## src/rtl/pulse_cmd_pkg.sv

```systemverilog
// Shared types for the pulse command execution stage: the latched command
// word, the impulse modulation types and the execution FSM states.
package pulse_cmd_pkg;

  localparam int unsigned TW_DEF      = 48;
  localparam int unsigned REQ_LEN_DEF = 4;

  typedef enum logic [1:0] {
    IMP_FIXED     = 2'd0,
    IMP_SWEEP     = 2'd1,
    IMP_STEP      = 2'd2,
    IMP_FIXED_ALT = 2'd3
  } impulse_t;

  typedef enum logic [1:0] {
    S_IDLE,
    S_ARMED,
    S_RUN,
    S_DONE
  } exec_state_t;

  // 338-bit command word, start time in the MSBs.
  typedef struct packed {
    logic [63:0]       time_start;
    logic [TW_DEF-1:0] freq;
    logic [TW_DEF-1:0] freq_step;
    logic [31:0]       freq_rate;
    logic [15:0]       n_impuls;
    impulse_t          ptype;
    logic [31:0]       ti;
    logic [31:0]       tp;
    logic [31:0]       tb1;
    logic [31:0]       tb2;
  } cmd_t;

endpackage

```

## src/rtl/freq_sweep.sv

```systemverilog
// Tuning-word accumulator: reloads on load, adds step on step_now, or adds
// step every max(rate,1) enabled cycles with the first enabled cycle at base.
module freq_sweep #(
  parameter int unsigned TW = 48
) (
  input  logic          clk,
  input  logic          rst,
  input  logic          load,
  input  logic [TW-1:0] base,
  input  logic [TW-1:0] step,
  input  logic [31:0]   rate,
  input  logic          enable,
  input  logic          step_now,
  output logic [TW-1:0] tw
);

  logic [31:0]   rate_last;
  logic [31:0]   rcnt;
  logic [31:0]   rcnt_base;
  logic          started;
  logic          started_base;
  logic [TW-1:0] tw_base;

  assign rate_last = (rate == 32'd0) ? 32'd0 : rate - 32'd1;

  // A load in the same cycle as the first enabled cycle must still count
  // that cycle, so the enable path works from the post-load values.
  always_comb begin
    tw_base      = load ? base : tw;
    rcnt_base    = load ? 32'd0 : rcnt;
    started_base = load ? 1'b0 : started;
  end

  always_ff @(posedge clk) begin
    if (rst) begin
      tw      <= '0;
      rcnt    <= '0;
      started <= 1'b0;
    end else begin
      // NOTE: all state here uses non-blocking assignments, so the later
      // assignments below override the defaults without ordering hazards.
      tw      <= tw_base;
      rcnt    <= rcnt_base;
      started <= started_base;
      if (step_now) begin
        tw <= tw_base + step;
      end else if (enable) begin
        started <= 1'b1;
        rcnt    <= (rcnt_base == rate_last) ? 32'd0 : rcnt_base + 32'd1;
        if (started_base && (rcnt_base == 32'd0)) tw <= tw_base + step;
      end
    end
  end

endmodule

```

## src/rtl/pulse_cmd_exec.sv

```systemverilog
// Pulse command execution stage: latches a command, waits for its start time,
// emits N impulse periods with gates and tuning word, then requests the next.
module pulse_cmd_exec
  import pulse_cmd_pkg::*;
#(
  parameter int unsigned REQ_LEN = REQ_LEN_DEF,
  parameter int unsigned TW      = TW_DEF
) (
  input  logic          CLK,
  input  logic          rst,
  input  logic [63:0]   TIME,
  input  logic          DATA_WR,
  input  logic [TW-1:0] FREQ_z,
  input  logic [TW-1:0] FREQ_STEP_z,
  input  logic [31:0]   FREQ_RATE_z,
  input  logic [63:0]   TIME_START_z,
  input  logic [15:0]   N_impuls_z,
  input  logic [1:0]    TYPE_impulse_z,
  input  logic [31:0]   Interval_Ti_z,
  input  logic [31:0]   Interval_Tp_z,
  input  logic [31:0]   Tblank1_z,
  input  logic [31:0]   Tblank2_z,
  output logic          IMP,
  output logic          BLANK,
  output logic [TW-1:0] FREQ_OUT,
  output logic          BUSY,
  output logic          REQ_COMM,
  output logic          CMD_DROP,
  output logic [15:0]   PULSE_CNT
);

  localparam int unsigned DCW = (REQ_LEN > 1) ? $clog2(REQ_LEN) : 1;

  exec_state_t    state, state_nx;
  cmd_t           cmd, cmd_in;
  logic [31:0]    pc;
  logic [15:0]    k;
  logic [DCW-1:0] done_cnt;
  logic           imp_q, blank_q, drop_q;

  logic        latch, period_end, last_pulse, time_hit, req_last;
  logic [31:0] tp_eff;
  logic [33:0] edge_a, edge_b, edge_c, pc_w;
  logic        imp_now, blank_now;
  logic        fs_load, fs_step_now, fs_enable;

  assign cmd_in = '{
    time_start: TIME_START_z,
    freq:       FREQ_z,
    freq_step:  FREQ_STEP_z,
    freq_rate:  FREQ_RATE_z,
    n_impuls:   N_impuls_z,
    ptype:      impulse_t'(TYPE_impulse_z),
    ti:         Interval_Ti_z,
    tp:         Interval_Tp_z,
    tb1:        Tblank1_z,
    tb2:        Tblank2_z
  };

  assign latch      = DATA_WR && (state == S_IDLE || state == S_ARMED);
  assign tp_eff     = (cmd.tp == 32'd0) ? 32'd1 : cmd.tp;
  assign period_end = (pc == tp_eff - 32'd1);
  assign last_pulse = ({1'b0, k} + 17'd1) == {1'b0, cmd.n_impuls};
  assign time_hit   = (TIME >= cmd.time_start);
  assign req_last   = (done_cnt == DCW'(REQ_LEN - 1));

  // Phase edges are widened to 34 bits so Tb1+Ti+Tb2 can never wrap; pc never
  // reaches Tp', which truncates any phase that runs past the period end.
  assign edge_a    = {2'b00, cmd.tb1};
  assign edge_b    = edge_a + {2'b00, cmd.ti};
  assign edge_c    = edge_b + {2'b00, cmd.tb2};
  assign pc_w      = {2'b00, pc};
  assign imp_now   = (pc_w >= edge_a) && (pc_w < edge_b);
  assign blank_now = (pc_w < edge_a) || ((pc_w >= edge_b) && (pc_w < edge_c));

  assign fs_load     = (state == S_RUN) && (pc == 32'd0) &&
                       ((cmd.ptype != IMP_STEP) || (k == 16'd0));
  assign fs_step_now = (state == S_RUN) && (pc == 32'd0) &&
                       (cmd.ptype == IMP_STEP) && (k != 16'd0);
  assign fs_enable   = (state == S_RUN) && (cmd.ptype == IMP_SWEEP) && imp_now;

  always_comb begin
    // NOTE: default first so every path assigns state_nx and no latch is inferred.
    state_nx = state;
    unique case (state)
      S_IDLE:  if (DATA_WR) state_nx = S_ARMED;
      S_ARMED: if (!DATA_WR && time_hit)
                 state_nx = (cmd.n_impuls == 16'd0) ? S_DONE : S_RUN;
      S_RUN:   if (period_end && last_pulse) state_nx = S_DONE;
      S_DONE:  if (req_last) state_nx = S_IDLE;
      default: state_nx = S_IDLE;
    endcase
  end

  always_ff @(posedge CLK) begin
    if (rst) begin
      state    <= S_IDLE;
      // NOTE: the command word is a plain register, not a memory, so it is
      // cleared by reset like the rest of the state.
      cmd      <= '0;
      pc       <= '0;
      k        <= '0;
      done_cnt <= '0;
      imp_q    <= 1'b0;
      blank_q  <= 1'b0;
      drop_q   <= 1'b0;
    end else begin
      state    <= state_nx;
      imp_q    <= (state == S_RUN) && imp_now;
      blank_q  <= (state == S_RUN) && blank_now;
      drop_q   <= DATA_WR && (state == S_RUN || state == S_DONE);
      done_cnt <= (state == S_DONE) ? done_cnt + 1'b1 : '0;
      if (latch) begin
        cmd <= cmd_in;
        pc  <= '0;
        k   <= '0;
      end else if (state == S_RUN) begin
        if (period_end) begin
          k <= k + 16'd1;
          if (!last_pulse) pc <= '0;
        end else begin
          pc <= pc + 32'd1;
        end
      end
    end
  end

  freq_sweep #(.TW(TW)) u_freq_sweep (
    .clk      (CLK),
    .rst      (rst),
    .load     (fs_load),
    .base     (cmd.freq),
    .step     (cmd.freq_step),
    .rate     (cmd.freq_rate),
    .enable   (fs_enable),
    .step_now (fs_step_now),
    .tw       (FREQ_OUT)
  );

  assign IMP       = imp_q;
  assign BLANK     = blank_q;
  assign BUSY      = (state != S_IDLE);
  assign REQ_COMM  = (state == S_DONE);
  assign CMD_DROP  = drop_q;
  assign PULSE_CNT = k;

endmodule

```

## config.mk

```make
export PLATFORM = sky130hd
export DESIGN_NAME = pulse_cmd_exec
export DESIGN_NICKNAME = d
export VERILOG_FILES = /design/src/rtl/pulse_cmd_pkg.sv /design/src/rtl/freq_sweep.sv /design/src/rtl/pulse_cmd_exec.sv
export SDC_FILE = /design/constraint.sdc
export NUM_CORES = 2
export LEC_CHECK = 0
export ABC_AREA = 1
export CAP_MARGIN = 10
export CORE_ASPECT_RATIO = 0.9
export CORE_MARGIN = 10
export CORE_UTILIZATION = 60
export CTS_CLUSTER_SIZE = 8
export DETAILED_ROUTE_END_ITERATION = 10
export GPL_TIMING_DRIVEN = 1
export PLACE_DENSITY = 0.92
export SLEW_MARGIN = 20
export SYNTH_ARGS = -nofsm -noshare
export SYNTH_HDL_FRONTEND = slang
export SYNTH_SLANG_ARGS = --single-unit
```

## constraint.sdc

```tcl
create_clock -name CLK -period 13.6 [get_ports CLK]
set_input_delay 2.72 -clock CLK [delete_from_list [all_inputs] [get_ports CLK]]
set_output_delay 2.72 -clock CLK [all_outputs]
set_load 0.02 [all_outputs]
```

==> impl_metrics.json <==
{
  "status": "complete, no violations",
  "yosysTopAreaCellShare_pct": 29.0,
  "nNetsFinal": 5966,
  "holdWs_ns": 0.439,
  "place.gp.congestion": 0.991,
  "die_w_um": 266,
  "postCtsResizedCells": 0,
  "final_max_slew_viol_count": 0,
  "rsz0062_at_grt": "no",
  "wl_per_cell_um": 19.3,
  "comb_power_share_pct": 47.8,
  "p_sw_share_pct": 44.0,
  "synth_area_um2": 32700,
  "yosysSeqAreaShare_pct": 29.0,
  "worstPathRequired_ns": 14.13,
  "synth_edf_count": 0,
  "path_delay_family": "simple AND/OR/NAND/NOR gates",
  "grt.overflow.total": 0,
  "grt_max_degree": 198,
  "post-route-period-util_pct": 44.6,
  "critPathKind": "flop to flop",
  "antenna_left": 0,
  "ys_seq_elements": 474,
  "final_cell_mix": "nand2_1 (862), nor2_1 (818), inv_1 (495), dfxtp_1 (474), clkdlybuf4s50_1 (473)",
  "startpoint_type": "flop",
  "clock_latency_ns": 0.62,
  "fin_skew_ns": 0.0200,
  "p_leak_nw": 17.9,
  "grt_pass1_vias": 33600,
  "cts_tree": "done",
  "min-delay-path-class": "flop to flop",
  "drive_gt1_share_pct": 3.77,
  "holdBufCountCts": 0,
  "pin_count": 474,
  "use_met2_pct": 54.1,
  "grt_usage_pct": 34.4,
  "io_buffers": 473,
  "die_y_um": 242,
  "relSlewSlack_pct": 25.2,
  "syn_to_final_growth_pct": 21.0,
  "syn_nets": 5590,
  "use_met3_pct": 8.52,
  "vias_per_cell": 5.84,
  "cap_violations": 0,
  "start_util_pct": 60.4,
  "clockPowerShare_pct": 23.1,
  "slowest_stage": "inv_2",
  "final_common_cell": "nand2_1",
  "synth_ff_type": "dfxtp_1",
  "yosys_warnings": 0,
  "cts_root_buf": "clkbuf_16",
  "cts.sinks": 474,
  "power.internal_w": 0.00382,
  "hold_viol": 0,
  "grt_pass1_wl_mm": 180,
  "syn_avg_cell_area_um2": 6.69,
  "synth_top_area_cell": "dfxtp_1",
  "h-tree-depth": 3,
  "crit_path_end_kind": "flop",
  "die_area_um2": 64300,
  "r2r_slack_ns": 7.53,
  "async_flop_share_pct": 0,
  "cp_common_cell": "a21oi_1",
  "tightest_slew_ns": 1.12,
  "drtIter0Drc": 3615,
  "critPathBufInv": 3,
  "top_usage_layer": "met2",
  "wl_mm": 116,
  "cts_setup_buffers": 0,
  "period_minus_slack_ns": 6.07,
  "core_um2": 54200,
  "max_freq_ghz": 0.165,
  "drc": 0,
  "ir_drop_mv": 0.113,
  "cp.arrival_ns": 6.60,
  "num_rows": 81,
  "cp_max_fo": 34,
  "p_sw_w": 0.00300,
  "antenna_found_initial": 9,
  "drtPass1Iterations": 6,
  "path_clk_slew_ns": 0.05,
  "timing.setup.tns_ns": 0,
  "final_core_util_pct": 73.1,
  "syn_inst": 4897,
  "cts_buffers": 69,
  "synth_cell_types": 60,
  "grtUsageMet1_pct": 44.0,
  "hpwlAfterDp_mm": 86.8,
  "cts_buffer_depth": 3,
  "routed-via-count": 35000,
  "crit_path_max_incr_delay_ns": 0.77,
  "n_fill_cell": 4409,
  "synth.area.top_cells": "dfxtp_1 (29%), ha_1 (11%), nand2_1 (9.9%)",
  "power_per_cell_area_nw_per_um2": 172,
  "seqPwrFrac_pct": 29.2,
  "setup_viol": 0
}
==> registers in the layout, summed over array words and instances (netlist names) <==
| register | count |
|---|---|
| cmd | 338 |
| u_freq_sweep.tw | 48 |
| pc | 32 |
| u_freq_sweep.rcnt | 32 |
| PULSE_CNT | 16 |
| done_cnt | 2 |
| state | 2 |
| BLANK | 1 |
| CMD_DROP | 1 |
| IMP | 1 |
| u_freq_sweep.started | 1 |
==> through the flow <==
step	instance area, um2	total power [W]	setup WS, ns	instances
after floorplan	32700	0.00426	9.09	4897
after global placement	37700	0.00506	7.42	5907
after detailed placement	37700	0.00514	7.32	5907
after CTS	39600	0.00674	7.64	5986
after global routing	39600	0.00728	7.15	5990
final	39600	0.00682	7.53	5991
==> final timing paths <==
path,startpoint,to,cells after the start
worst max-delay path,cmd[32]$_SDFFE_PP0P_,u_freq_sweep.rcnt[11]$_SDFF_PP0_,26
worst min register to register,done_cnt[0]$_SDFF_PP0_,done_cnt[0]$_SDFF_PP0_,1
worst max register to register,cmd[32]$_SDFFE_PP0P_,u_freq_sweep.rcnt[11]$_SDFF_PP0_,26
worst min-delay path,done_cnt[0]$_SDFF_PP0_,done_cnt[0]$_SDFF_PP0_,1
==> synth_stat cells (all sizes together) (6+ instances only) <==
master  instances
nand3b         31
o21a            7
dfxtp         474
nand2         887
or2             7
nor3           92
a21oi         466
a211oi          6
nand4          75
a21o           18
o31ai           6
nor4           25
a31oi          27
inv           511
xor2          184
o211ai         11
o21ai         428
nor2          832
nand3         201
o21bai         11
xnor2          79
ha            285
a21boi          8
buf            53
clkbuf        138
==> routing by layer <==
layer | up-vias | share of wire [%]
met5 | - | 0.045
met4 | 8 | 4.2
met3 | 293 | 10
met2 | 1818 | 44
met1 | 16100 | 41
li1 | 16800 | -
==> cell families after synthesis <==
group / Yosys count / share of synthesized area (%)
AND/OR/NAND/NOR: 2159 / 28.1
flip-flops: 474 / 29.0
AO/OA/AOI/OAI: 1008 / 16.4
XOR/XNOR: 264 / 7.10
buffers and inverters: 704 / 8.41
adder cells (fa/ha/maj): 288 / 11.1
==> power by group through the flow <==
stage               Combinational (W)  Sequential (W)  Clock (W)
floorplan                     0.00235         0.00191          0
global placement              0.00307         0.00199          0
detailed placement            0.00315         0.00199          0
CTS                           0.00319         0.00197    0.00158
global route                  0.00363         0.00201    0.00163
finish                        0.00326         0.00199    0.00157
==> final cells by class <==
class | count | area, um2 | area share (%)
Antenna cell | 5 | 12.5 | 0.0316
Clock inverter | 7 | 103 | 0.259
Clock buffer | 72 | 1770 | 4.46
Inverter | 513 | 1940 | 4.90
Timing Repair Buffer | 496 | 4910 | 12.4
Multi-Input combinational cell | 3719 | 20500 | 51.8
Tap cell | 705 | 882 | 2.23
Sequential cell | 474 | 9490 | 23.9
No activity file was read; power rests on OpenSTA's default activity.
